`src/rtl/yasac_control_unit_pkg.sv`:
```
// rtl/yasac_control_unit_pkg.sv - YASAC controller opcodes, select codes, states and strobe bundle
package yasac_control_unit_pkg;

  localparam logic [3:0] OP_NOP  = 4'h0;
  localparam logic [3:0] OP_LDI  = 4'h1;
  localparam logic [3:0] OP_LD   = 4'h2;
  localparam logic [3:0] OP_ST   = 4'h3;
  localparam logic [3:0] OP_ADD  = 4'h4;
  localparam logic [3:0] OP_SUB  = 4'h5;
  localparam logic [3:0] OP_AND  = 4'h6;
  localparam logic [3:0] OP_IN   = 4'h7;
  localparam logic [3:0] OP_OUT  = 4'h8;
  localparam logic [3:0] OP_JMP  = 4'h9;
  localparam logic [3:0] OP_JZ   = 4'hA;
  localparam logic [3:0] OP_HALT = 4'hF;

  localparam logic [2:0] ALU_PASS = 3'd0;
  localparam logic [2:0] ALU_ADD  = 3'd1;
  localparam logic [2:0] ALU_SUB  = 3'd2;
  localparam logic [2:0] ALU_AND  = 3'd3;

  localparam logic [1:0] WB_ALU = 2'd0;
  localparam logic [1:0] WB_MEM = 2'd1;
  localparam logic [1:0] WB_IMM = 2'd2;
  localparam logic [1:0] WB_IN  = 2'd3;

  typedef enum logic [2:0] {
    ST_IDLE   = 3'd0,
    ST_START  = 3'd1,
    ST_FETCH  = 3'd2,
    ST_LOADIR = 3'd3,
    ST_EXEC   = 3'd4,
    ST_MEMWB  = 3'd5
  } state_t;

  typedef struct packed {
    logic       pc_clr;
    logic       pc_inc;
    logic       pc_load;
    logic       ir_load;
    logic       addr_sel;
    logic       mem_we;
    logic       reg_we;
    logic [1:0] wb_sel;
    logic [2:0] alu_op;
    logic       port_we;
  } strobes_t;

endpackage

```
`src/rtl/yasac_ctrl_decode.sv`:
```
// rtl/yasac_ctrl_decode.sv - state/opcode/zero to strobe vector and next-state table
module yasac_ctrl_decode
  import yasac_control_unit_pkg::*;
#(
  parameter int OPW = 4
) (
  input  state_t         state,
  input  logic [OPW-1:0] opcode,
  input  logic           zero,
  input  logic           start,
  output strobes_t       strobes,
  output state_t         next_state,
  output logic           illegal_op,
  output logic           retire
);

  // Strobes depend only on the current state and the (registered) IR opcode/zero flag
  always_comb begin
    strobes        = '0;
    strobes.wb_sel = WB_ALU;
    strobes.alu_op = ALU_PASS;
    next_state     = state;
    illegal_op     = 1'b0;
    retire         = 1'b0;
    case (state)
      ST_IDLE: begin
        if (start) next_state = ST_START;
      end
      ST_START: begin
        strobes.pc_clr = 1'b1;
        next_state     = ST_FETCH;
      end
      ST_FETCH: begin
        strobes.addr_sel = 1'b0;
        next_state       = ST_LOADIR;
      end
      ST_LOADIR: begin
        strobes.ir_load = 1'b1;
        strobes.pc_inc  = 1'b1;
        next_state      = ST_EXEC;
      end
      ST_EXEC: begin
        next_state = ST_FETCH;
        retire     = 1'b1;
        case (opcode)
          OPW'(OP_NOP): ;
          OPW'(OP_LDI): begin
            strobes.reg_we = 1'b1;
            strobes.wb_sel = WB_IMM;
          end
          OPW'(OP_LD): begin
            // Load retires in MEMWB, after the read data is available
            strobes.addr_sel = 1'b1;
            next_state       = ST_MEMWB;
            retire           = 1'b0;
          end
          OPW'(OP_ST): begin
            strobes.addr_sel = 1'b1;
            strobes.mem_we   = 1'b1;
          end
          OPW'(OP_ADD): begin
            strobes.reg_we = 1'b1;
            strobes.alu_op = ALU_ADD;
          end
          OPW'(OP_SUB): begin
            strobes.reg_we = 1'b1;
            strobes.alu_op = ALU_SUB;
          end
          OPW'(OP_AND): begin
            strobes.reg_we = 1'b1;
            strobes.alu_op = ALU_AND;
          end
          OPW'(OP_IN): begin
            strobes.reg_we = 1'b1;
            strobes.wb_sel = WB_IN;
          end
          OPW'(OP_OUT): strobes.port_we = 1'b1;
          OPW'(OP_JMP): strobes.pc_load = 1'b1;
          OPW'(OP_JZ):  strobes.pc_load = zero;
          OPW'(OP_HALT): next_state = ST_IDLE;
          default: illegal_op = 1'b1;
        endcase
      end
      ST_MEMWB: begin
        strobes.addr_sel = 1'b1;
        strobes.reg_we   = 1'b1;
        strobes.wb_sel   = WB_MEM;
        next_state       = ST_FETCH;
        retire           = 1'b1;
      end
      default: next_state = ST_IDLE;
    endcase
  end

endmodule

```
`src/rtl/yasac_control_unit.sv`:
```
// rtl/yasac_control_unit.sv - YASAC multicycle fetch/decode/execute controller
module yasac_control_unit
  import yasac_control_unit_pkg::*;
#(
  parameter int OPW  = 4,
  parameter int CNTW = 16
) (
  input  logic            clk,
  input  logic            reset,
  input  logic            start,
  output logic            ready,
  input  logic [OPW-1:0]  opcode,
  input  logic            zero,
  output logic            pc_clr,
  output logic            pc_inc,
  output logic            pc_load,
  output logic            ir_load,
  output logic            addr_sel,
  output logic            mem_we,
  output logic            reg_we,
  output logic [1:0]      wb_sel,
  output logic [2:0]      alu_op,
  output logic            port_we,
  output logic            illegal,
  output logic [CNTW-1:0] instr_count
);

  state_t   state;
  state_t   next_state;
  strobes_t strobes;
  logic     illegal_op;
  logic     retire;

  yasac_ctrl_decode #(
    .OPW(OPW)
  ) u_decode (
    .state      (state),
    .opcode     (opcode),
    .zero       (zero),
    .start      (start),
    .strobes    (strobes),
    .next_state (next_state),
    .illegal_op (illegal_op),
    .retire     (retire)
  );

  // State register; reset returns to IDLE from anywhere and beats start
  always_ff @(posedge clk) begin
    if (reset) state <= ST_IDLE;
    else       state <= next_state;
  end

  // Sticky illegal-opcode flag, cleared when a new program starts
  always_ff @(posedge clk) begin
    if (reset)                  illegal <= 1'b0;
    else if (state == ST_START) illegal <= 1'b0;
    else if (illegal_op)        illegal <= 1'b1;
  end

  // Retired-instruction counter, wraps naturally at its width
  always_ff @(posedge clk) begin
    if (reset)                  instr_count <= '0;
    else if (state == ST_START) instr_count <= '0;
    else if (retire)            instr_count <= instr_count + CNTW'(1);
  end

  assign ready    = (state == ST_IDLE);
  assign pc_clr   = strobes.pc_clr;
  assign pc_inc   = strobes.pc_inc;
  assign pc_load  = strobes.pc_load;
  assign ir_load  = strobes.ir_load;
  assign addr_sel = strobes.addr_sel;
  assign mem_we   = strobes.mem_we;
  assign reg_we   = strobes.reg_we;
  assign wb_sel   = strobes.wb_sel;
  assign alu_op   = strobes.alu_op;
  assign port_we  = strobes.port_we;

endmodule

```
`config.mk`:
```
export PLATFORM = sky130hd
export DESIGN_NAME = yasac_control_unit
export DESIGN_NICKNAME = d
export VERILOG_FILES = /design/src/rtl/yasac_control_unit_pkg.sv /design/src/rtl/yasac_ctrl_decode.sv /design/src/rtl/yasac_control_unit.sv
export SDC_FILE = /design/constraint.sdc
export NUM_CORES = 1
export LEC_CHECK = 0
export BUFFER_PORTS_ARGS = -buffer_cell sky130_fd_sc_hd__buf_2
export CORE_MARGIN = 4
export CORE_UTILIZATION = 45
export CTS_BUF_LIST = sky130_fd_sc_hd__clkbuf_8
export DETAILED_ROUTE_END_ITERATION = 10
export PLACE_DENSITY_LB_ADDON = 0.08
export SLEW_MARGIN = 40
export SYNTH_ARGS = -nofsm -noshare
export SYNTH_HDL_FRONTEND = slang
export SYNTH_HIERARCHICAL = 1
export SYNTH_SLANG_ARGS = --single-unit
export TNS_END_PERCENT = 100
```
`constraint.sdc`:
```
create_clock -name clk -period 4.16 [get_ports clk]
set_input_delay 0.832 -clock clk [delete_from_list [all_inputs] [get_ports clk]]
set_output_delay 0.832 -clock clk [all_outputs]
set_load 0.02 [all_outputs]
```
==> results of run 1 <==
## metrics by stage
step | cells | util [%] | power (mW) | hold WS (ns)
global route | 198 | 58.8 | 0.377 | 0.518
CTS | 198 | 58.8 | 0.364 | 0.474
detailed placement | 195 | 57.0 | 0.242 | 0.458
finish | 198 | 58.8 | 0.359 | 0.465
global placement | 195 | 57.0 | 0.242 | 0.449
floorplan | 138 | - | 0.234 | 0.555
## critical path, cell delays in order
cell     delay (ns)
buf_2          0.15
or4b_4         0.23
nor2_1         0.04
nor2_1         0.40
nand3_1        0.28
or3_4          0.47
or3_1          0.31
a21oi_1        0.15
## layer usage
layer	global-route usage, %	share of wire [%]	vias to the layer above
met5	0	0	-
met4	2.98	0.50	0
met3	4.68	6.1	2
met2	25.4	46	21
met1	19.9	48	457
li1	-	-	542
## synthesized netlist by cell type
cell / count
nand3_2: 1
or3_4: 2
xnor2_1: 7
xor2_1: 5
nand3_1: 3
o21bai_1: 1
inv_1: 3
conb_1: 1
mux2i_1: 1
buf_4: 2
nand2_1: 9
o21ai_0: 5
nand3b_1: 1
o21ai_1: 1
nor3b_1: 2
nand2b_1: 2
nand4_4: 1
a21oi_1: 8
or4b_4: 1
buf_2: 3
dfxtp_1: 20
and2b_1: 1
or3_2: 1
nor3b_4: 1
nor4_1: 5
a31oi_1: 1
clkbuf_1: 2
or3_1: 4
and4_1: 1
o31ai_1: 1
nand4_1: 4
ha_1: 1
nor3_1: 5
nor2b_1: 4
and3_1: 1
a21o_1: 1
buf_6: 1
nand4b_1: 1
o21ba_2: 1
nand2b_4: 1
nor2_1: 22
## power by group through the flow
stage / registers [mW] / clock network [mW] / logic (mW)
final: 0.199 / 0.121 / 0.0384
after global routing: 0.200 / 0.133 / 0.0435
after CTS: 0.199 / 0.126 / 0.0389
after detailed placement: 0.204 / 0 / 0.0386
after global placement: 0.204 / 0 / 0.0381
after floorplan: 0.203 / 0 / 0.0309
## kinds of logic after synthesis
| logic type | Yosys count | synth area share [%] |
|---|---|---|
| buf+inv | 11 | 5.28 |
| xor+xnor | 12 | 9.24 |
| compound gates | 19 | 9.57 |
| flops | 20 | 35.2 |
| simple gates | 73 | 38.4 |
| other cells | 1 | 0.330 |
| fa+ha+maj | 1 | 1.10 |
| mux | 1 | 0.880 |
## state kept, by name (all words and copies together), names as in the netlist
name         count
instr_count     16
illegal          1
state            3
## area by class of cell
class                      instances  area [um2]
tap                               28        35.0
sequential                        20         400
clock buffer                       3        41.3
fill                             231         947
inverter                           3        11.3
timing repair buffer              37         185
multi-input combinational        107         677
## worst max-delay path by stage
stage | slack (ns) | from | endpoint
finish | 1.49 | opcode[1] | instr_count[14]
global placement | 1.32 | opcode[1] | instr_count[14]
global route | 1.36 | opcode[2] | instr_count[14]
detailed placement | 1.28 | opcode[1] | instr_count[14]
CTS | 1.51 | opcode[1] | instr_count[14]
floorplan | 1.62 | opcode[1] | port_we
==> impl_results.md, run 1 <==
- Outcome: finished, final reports clean
- Post-synthesis cell type count: 41
- Final worst slack: approximately 1.5 ns
- Post-CTS sizing: 0
- Most common cell after layout, fill and taps aside: buf_2
- First-pass GRT wire length: about 4100 um
- Num CTS Buffers: 3
- Synthesis-to-layout area growth: 18.7%
- Finish-stage setup viols: 0
- Clk pwr share: about a third
- Vias in the first global route: 953
- Min-Delay Path Depth: 2
- TritonCTS clock tree: yes
- Max-slew violation count: 0
- Die area: approximately 3400 um2
- Highest clock rate: 0.375 GHz
- Worst-path clk slew: around 0.070 ns
- Total leakage power: between 0.5 and 0.6 nW
- Worst slew pin tran: just over 0.5 ns
- I/O pin cnt: 39
- Total negative slack: 0 ns
- End of the worst register-to-register path: instr_count[14]
- CP Capture Type: flip-flop
- Syn_area_per_cell: about 8 um2
- Yosys reg bits: 20
- Worst Path Required: approximately 4.3 ns
- Final hold vios: 0
- CP arrival: around 2.9 ns
- Comb pwr share: approximately a tenth
- Antenna Diode Count: 0
- Residual DRC: 0
- Critical Path Fanout Max: 9
- Worst reg2reg path depth: 6
- Largest net degree at the start of global routing: 18
- CTS Buffer Depth: 2
- GRT Util Overall: between 10% and 20%
- H-Tree Depth: 1
- WL final: roughly 2400 um
- Worst skew pair latency: approximately 0.25 ns
- Synth Instances: roughly 140
- Switching Share: a little under a quarter
- Crit Reg-Reg Startpoint: state[2]
- Synth Net Count: about 150
- # Post-CTS Setup Buffers: 0
- IO buf count: 37
- Post-synthesis sequential area ratio: about a third
- Gpl congestion: about 0.76
- Final instance area: between 1000 and 1500 um2
- 1st-pass router iterations: 4
- Internal power: about 0.27 mW
- Dpl cell area: between 1000 and 1500 um2
- Dpl hpwl: roughly 1800 um
- Area share of the largest cell type after synthesis: a little over a third
- Fraction of layout cells with a size suffix above 1: between 20% and 30%
- HP Start: illegal
- Setup CP Type: in2reg
- Synth warn: 6
- Leading cell types in the layout, fill and taps excluded: buf_2, nor2_1, dfxtp_1
- Core ar.: 2300 um2
- Root buf cell: clkbuf_8
- Antenna violations before repair: 0
- Psw: about 0.086 mW
- R2R Setup Slk: around 1.8 ns
- Synth area leader: dfxtp_1
- Worst setup SP type: input pin
- Period utilization: about 64%
- Vias per cell: 5.16
- Wire length per cell: 12.1 um
- Hold Crit Class: reg2reg
- Register share of total power: a little under three fifths
- Synthesized area: about 1100 um2
- Die Ht: 58.3 um
- ANT nets after route: 0
- Rows: 17
- Clock Sinks: 20
- Worst Hold Endpoint: illegal
- Synth area leaders: dfxtp_1, nor2_1, xnor2_1
- First DRT Iteration DRCs: 41
- PwrDens: 266 nW/um2
- Tmin final: approximately 2.7 ns
- Horiz. Die Dim: 58.3 um
- Nets: about 180
- Max-slew headroom: between 60% and 70%
- Unrepaired setup endpoints after global routing: false
- Hold-fix buffers, CTS: 0
- Max_cap viols: 0
- Max VDD drop: 0.000304 V
- Total global routing overflow: 0
- Starting Density: just under 50%
- Total number of vias: 1022
- Dpl ws: around 1.3 ns
- Setup Skew: 0.00197 ns
Power figures use the tool's default switching activity.
==> inputs of run 2 (changes only) <==
clock period = 2.8 ns   (was 4.16 ns; I/O delays follow)
==> run 2 against run 1 <==
Against the previous run:
- worst hold slack got worse by 0.0019 ns
- power increased by 78%
- register-to-register slack got worse by 1.3 ns
- global-route usage decreased by 0.14 points
- critical path type unchanged
- critical endpoint is now instr_count[15]
- largest power group unchanged
==> impl_results.md, run 2 (synthesized netlist as in run 1, its figures left out) <==
- WL final: 2410 um (+0.46%)
- Worst slew pin tran: 0.542 ns (+0.0257 ns)
- 1st-pass router iterations: 4 (unchanged)
- CTS Buffer Depth: 2 (unchanged)
- Most common cell after layout, fill and taps aside: buf_2
- Wire length per cell: 12.0 um (-0.55%)
- Tmin final: about 2.4 ns
- Met3 Usage GRT: 4.90% (+0.22 points)
- Dpl ws: 0.186 ns (-1.10 ns)
- Gpl congestion: 0.751 (-0.70%)
- H-Tree Depth: 1 (unchanged)
- Worst Path Required: 2.98 ns (-1.36 ns)
- First DRT Iteration DRCs: 30 (-27%)
- Clock Sinks: 20 (unchanged)
- CP Cell Sequence: buf_2, or4b_4, nor2_1, nor2_1, nand4_4, or3_4, or3_1, a21oi_1
- Biggest register: instr_count
- CP arrival: 2.54 ns (-0.31 ns)
- Vias per cell: 5.28 (+2.3%)
- Total number of vias: 1056 (+3.3%)
- Core ar.: 2300 um2 (unchanged)
- Nets: 182 (+0.55%)
- Synthesis-to-layout area growth: 22.0%
- Total leakage power: 0.589 nW (+3.2%)
- M1 GR Usage: 19.5% (-0.40 points)
- Highest clock rate: 0.425 GHz
- ANT nets after route: 0 (unchanged)
- Leading cell types in the layout, fill and taps excluded: buf_2, nor2_1, dfxtp_1
- Worst skew pair latency: 0.26 ns (about the same)
- Largest register FFs: 16 (unchanged)
- Antenna violations before repair: 0 (unchanged)
- CP Capture Type: flip-flop
- Max_cap viols: 0 (unchanged)
- CP peak stage delay: 0.43 ns (-0.04 ns)
- Worst-path clk slew: 0.07 ns (about the same)
- # Post-CTS Setup Buffers: 0 (unchanged)
- Rows: 17 (unchanged)
- Final worst slack: 0.445 ns (-1.05 ns)
- Critical Path Fanout Max: 9 (unchanged)
- Total negative slack: 0 ns (unchanged)
- Period utilization: between 80 and 90%
- Largest net degree at the start of global routing: 18 (unchanged)
- Setup CP Type: in2reg
- Met2 Use GR: 24.1% (-1.3 points)
- Hold-fix buffers, CTS: 0 (unchanged)
- Finish-stage setup viols: 0 (unchanged)
- Crit-path slowest cell: nor2_1
- Post-CTS sizing: 0 (unchanged)
- Max-slew headroom: 63.9% (-1.7 points)
- Most frequent CP cell: nor2_1
- Unrepaired setup endpoints after global routing: false
- Tot Pwr: 0.637 mW (+78%)
- Final hold vios: 0 (unchanged)
- I/O pin cnt: 39 (unchanged)
- Antenna Diode Count: 0 (unchanged)
- Num CTS Buffers: 3 (unchanged)
- Max-slew violation count: 0 (unchanged)
- Outcome: finished, final reports clean
- Vias in the first global route: 953 (unchanged)
- R2R Setup Slk: 0.47 ns (-1.33 ns)
- Die area: 3400 um2 (unchanged)
- Max VDD drop: 0.000351 V (+16%)
- GRT Util Overall: 15.3% (-0.14 points)
- Worst setup SP type: input pin
- Hold Crit Class: reg2reg
- Horiz. Die Dim: 58.3 um (unchanged)
- Total global routing overflow: 0 (unchanged)
- Die Ht: 58.3 um (unchanged)
- Fraction of layout cells with a size suffix above 1: 29.7% (+0.83 points)
- Most Crowded Layer GR: met2
- PwrDens: 459 nW/um2 (+73%)
- Residual DRC: 0 (unchanged)
- Dpl hpwl: 1780 um (-0.60%)
- First-pass GRT wire length: 4080 um (-1.5%)
- Biggest regs: instr_count (16), state (3), illegal (1)
- TritonCTS clock tree: yes
- Setup Skew: 0.00529 ns (+0.00332 ns)
- IO buf count: 37 (unchanged)
- Root buf cell: clkbuf_8
- Starting Density: 49.5% (unchanged)
[run 2: cell count changes in the layout (fill, tap and decap cells not counted), sizes merged]
cell,delta
bufinv,+1
buf,+1
[run 2: path summary, 6_finish.rpt]
check | from | endpoint | cells past startpoint
max | opcode[1] | instr_count[15] | 8
min | illegal | illegal | 2
max reg2reg | state[2] | instr_count[15] | 6
min reg2reg | illegal | illegal | 2
[run 2: through the flow]
step           cells  util, %  instance area, um2  hold WS (ns)
3_5_place_dp     196     57.3                1320         0.456
4_1_cts          200     60.4                1390         0.472
3_3_place_gp     196     57.3                1320         0.447
2_1_floorplan    138        -                1140         0.555
6_report         200     60.4                1390         0.463
5_1_grt          200     60.4                1390         0.484
[run 2: area by class of cell]
class / instances / area (um2)
clock buffer: 3 / 41.3
clock inverter: 1 / 30.0
fill: 206 / 910
inverter: 3 / 11.3
multi-input combinational: 107 / 677
sequential: 20 / 400
tap: 28 / 35.0
timing repair buffer: 38 / 193
[run 2: worst max-delay path: cells and delay by family]
kind / cells / cell delay (ns)
AO/OA/AOI/OAI: 1 / 0.14
buffers and inverters: 1 / 0.15
AND/OR/NAND/NOR: 6 / 1.68
[run 2: power breakdown]
group	switching, mW	internal [mW]	leakage (nW)	total [mW]
sequential	0.00857	0.288	0.161	0.296
clock	0.0923	0.191	0.0357	0.283
combinational	0.0356	0.0220	0.392	0.0577
[run 2: layer usage]
metal | part of all wire, % | vias up
met4 | 0.71 | 0
met2 | 46 | 23
li1 | - | 545
met5 | 0 | -
met1 | 47 | 485
met3 | 6.3 | 3
==> inputs of run 3 (changes only) <==
clock period = 2.2 ns   (was 2.8 ns; I/O delays follow)
==> run 3 against run 2 <==
Against the previous run:
- critical path depth down 3
- utilization rose by 1.9 points
- power is 17% higher
- clock-buffer cell count increased by 1
- global-route usage hardly changed
- final cell count increased by 4.0%
- critical path type is now reg2out
- largest cell class unchanged
==> impl_results.md, run 3 (synthesized netlist as in run 1, its figures left out) <==
- Outcome: finished, final reports clean
- Synthesis-to-layout area growth: 25.9%
- PwrDens: 519 nW/um2 (+13%)
- ANT nets after route: 0 (unchanged)
- Setup Skew: 0.00420 ns (-0.00109 ns)
- Comb pwr share: 12.6% (+3.5 points)
- Dpl cell area: 1380 um2 (+4.6%)
- Total number of vias: 1112 (+5.3%)
- Layout Cells excl Fill: 208 (+4.0%)
- Most Crowded Layer GR: met2
- Leading cell types in the layout, fill and taps excluded: buf_2, nor2_1, dfxtp_1
- Psw: 0.180 mW (+32%)
- Switching Share: 24.3% (+2.9 points)
- Register share of total power: 49.6% (+3.1 points)
- CP Cell Sequence: buf_4, nor3b_4, nand2_1, nor4_1, buf_2
- Inst Count DP: 204 (+4.1%)
- H-Tree Depth: 1 (unchanged)
- TritonCTS clock tree: yes
- Met3 Usage GRT: 4.23% (-0.67 points)
- Die area: 3400 um2 (unchanged)
- Max VDD drop: 0.000495 V (+41%)
- Starting Density: 49.5% (unchanged)
- Worst slew pin tran: 0.547 ns (+0.00527 ns)
- Final instance area: 1430 um2 (+3.2%)
- Crit-path slowest cell: dfxtp_1
- # Post-CTS Setup Buffers: 0 (unchanged)
- Setup CP Type: reg2out
- Max-slew headroom: 63.5% (-0.35 points)
- Most common cell after layout, fill and taps aside: buf_2
- Largest register FFs: 16 (unchanged)
- Worst skew pair latency: 0.26 ns (about the same)
- Rows: 17 (unchanged)
- Hold-fix buffers, CTS: 0 (unchanged)
- Critical Path Fanout Max: 8 (-1)
- Highest clock rate: 0.494 GHz
- Vias per cell: 5.35 (+1.3%)
- Met2 Use GR: 23.0% (-1.1 points)
- 1st-pass router iterations: 5 (+1)
- Antenna Diode Count: 0 (unchanged)
- Period utilization: around 92%
- Total global routing overflow: 0 (unchanged)
- Largest net degree at the start of global routing: 18 (unchanged)
- Max_cap viols: 0 (unchanged)
- CP arrival: 1.58 ns (-0.96 ns)
- Total negative slack: 0 ns (unchanged)
- Biggest register: instr_count
- GRT Util Overall: 15.3% (about the same)
- First-pass GRT wire length: 4110 um (+0.86%)
- Gpl congestion: 0.720 (-4.1%)
- IO buf count: 37 (unchanged)
- Total leakage power: 0.622 nW (+5.6%)
- Clock Sinks: 20 (unchanged)
- Dpl hpwl: 1930 um (+8.4%)
- Num CTS Buffers: 3 (unchanged)
- First DRT Iteration DRCs: 52 (+73%)
- Die Ht: 58.3 um (unchanged)
- M1 GR Usage: 20.9% (+1.4 points)
- Hold Crit Class: in2reg
- Antenna violations before repair: 0 (unchanged)
- Post-CTS sizing: 0 (unchanged)
- CTS Buffer Depth: 2 (unchanged)
- Clk pwr share: 37.9% (-6.6 points)
- Nets: 190 (+4.4%)
- Tmin final: 2.02 ns
- Final hold vios: 0 (unchanged)
- CP Capture Type: primary output
- Max-slew violation count: 0 (unchanged)
- Worst setup SP type: flip-flop
- I/O pin cnt: 39 (unchanged)
- Fraction of layout cells with a size suffix above 1: 32.8% (+3.1 points)
- Vias in the first global route: 972 (+2.0%)
- Finish-stage setup viols: 0 (unchanged)
- Core ar.: 2300 um2 (unchanged)
- Worst Path Required: 1.76 ns (-1.22 ns)
- Worst-path clk slew: 0.07 ns (about the same)
- CP peak stage delay: 0.33 ns (-0.10 ns)
- WL final: 2560 um (+6.4%)
- Wire length per cell: 12.3 um (+2.3%)
- Unrepaired setup endpoints after global routing: false
- Internal power: 0.562 mW (+12%)
- Root buf cell: clkbuf_8
- Horiz. Die Dim: 58.3 um (unchanged)
- Biggest regs: instr_count (16), state (3), illegal (1)
- Residual DRC: 0 (unchanged)
-- run 3: changes by cell type in the layout (fill, tap and decap cells not counted), sizes merged --
| cell | delta |
|---|---|
| buf | +8 |
| bufinv | -1 |
| clkbuf | +1 |
-- run 3: area by class of cell --
cell class / instances / area [um2]
clock buffers: 4 / 55.1
fillers: 232 / 866
inverters: 3 / 11.3
multi-input cells: 107 / 677
flip-flops and latches: 20 / 400
well taps: 28 / 35.0
repair buffers: 46 / 253
-- run 3: worst paths after layout --
path	depth (start not counted)	startpoint	end	slack [ns]
max	5	state[2]	port_we	0.18
min	2	reset	state[1]	0.38
max reg2reg	6	state[1]	instr_count[14]	0.34
min reg2reg	2	illegal	illegal	0.47
-- run 3: critical path: cells and delay by family, from the launching register on --
family / cells / cell delay (ns)
buffers and inverters: 2 / 0.36
AND/OR/NAND/NOR: 3 / 0.64
flip-flops: 1 / 0.33
-- run 3: routing by layer --
metal	routed length [um]	vias up
met5	0	-
met4	23	0
met3	184	4
met2	1120	34
met1	1230	513
li1	-	561
-- run 3: metrics by stage --
stage | setup WS [ns] | util, % | total power, mW | hold WS (ns)
6_report | 0.176 | 62.3 | 0.742 | 0.378
5_1_grt | 0.0112 | 62.3 | 0.771 | 0.378
4_1_cts | 0.161 | 62.3 | 0.749 | 0.372
3_5_place_dp | 0.0793 | 59.9 | 0.470 | 0.462
3_3_place_gp | 0.127 | 59.9 | 0.468 | 0.449
2_1_floorplan | 0.0719 | - | 0.442 | 0.512
-- run 3: power by group through the flow --
stage	logic (mW)	registers, mW	clock network, mW
detailed placement	0.0931	0.377	0
CTS	0.0938	0.368	0.287
global placement	0.0914	0.376	0
finish	0.0932	0.368	0.281
global route	0.102	0.368	0.301
floorplan	0.0584	0.383	0
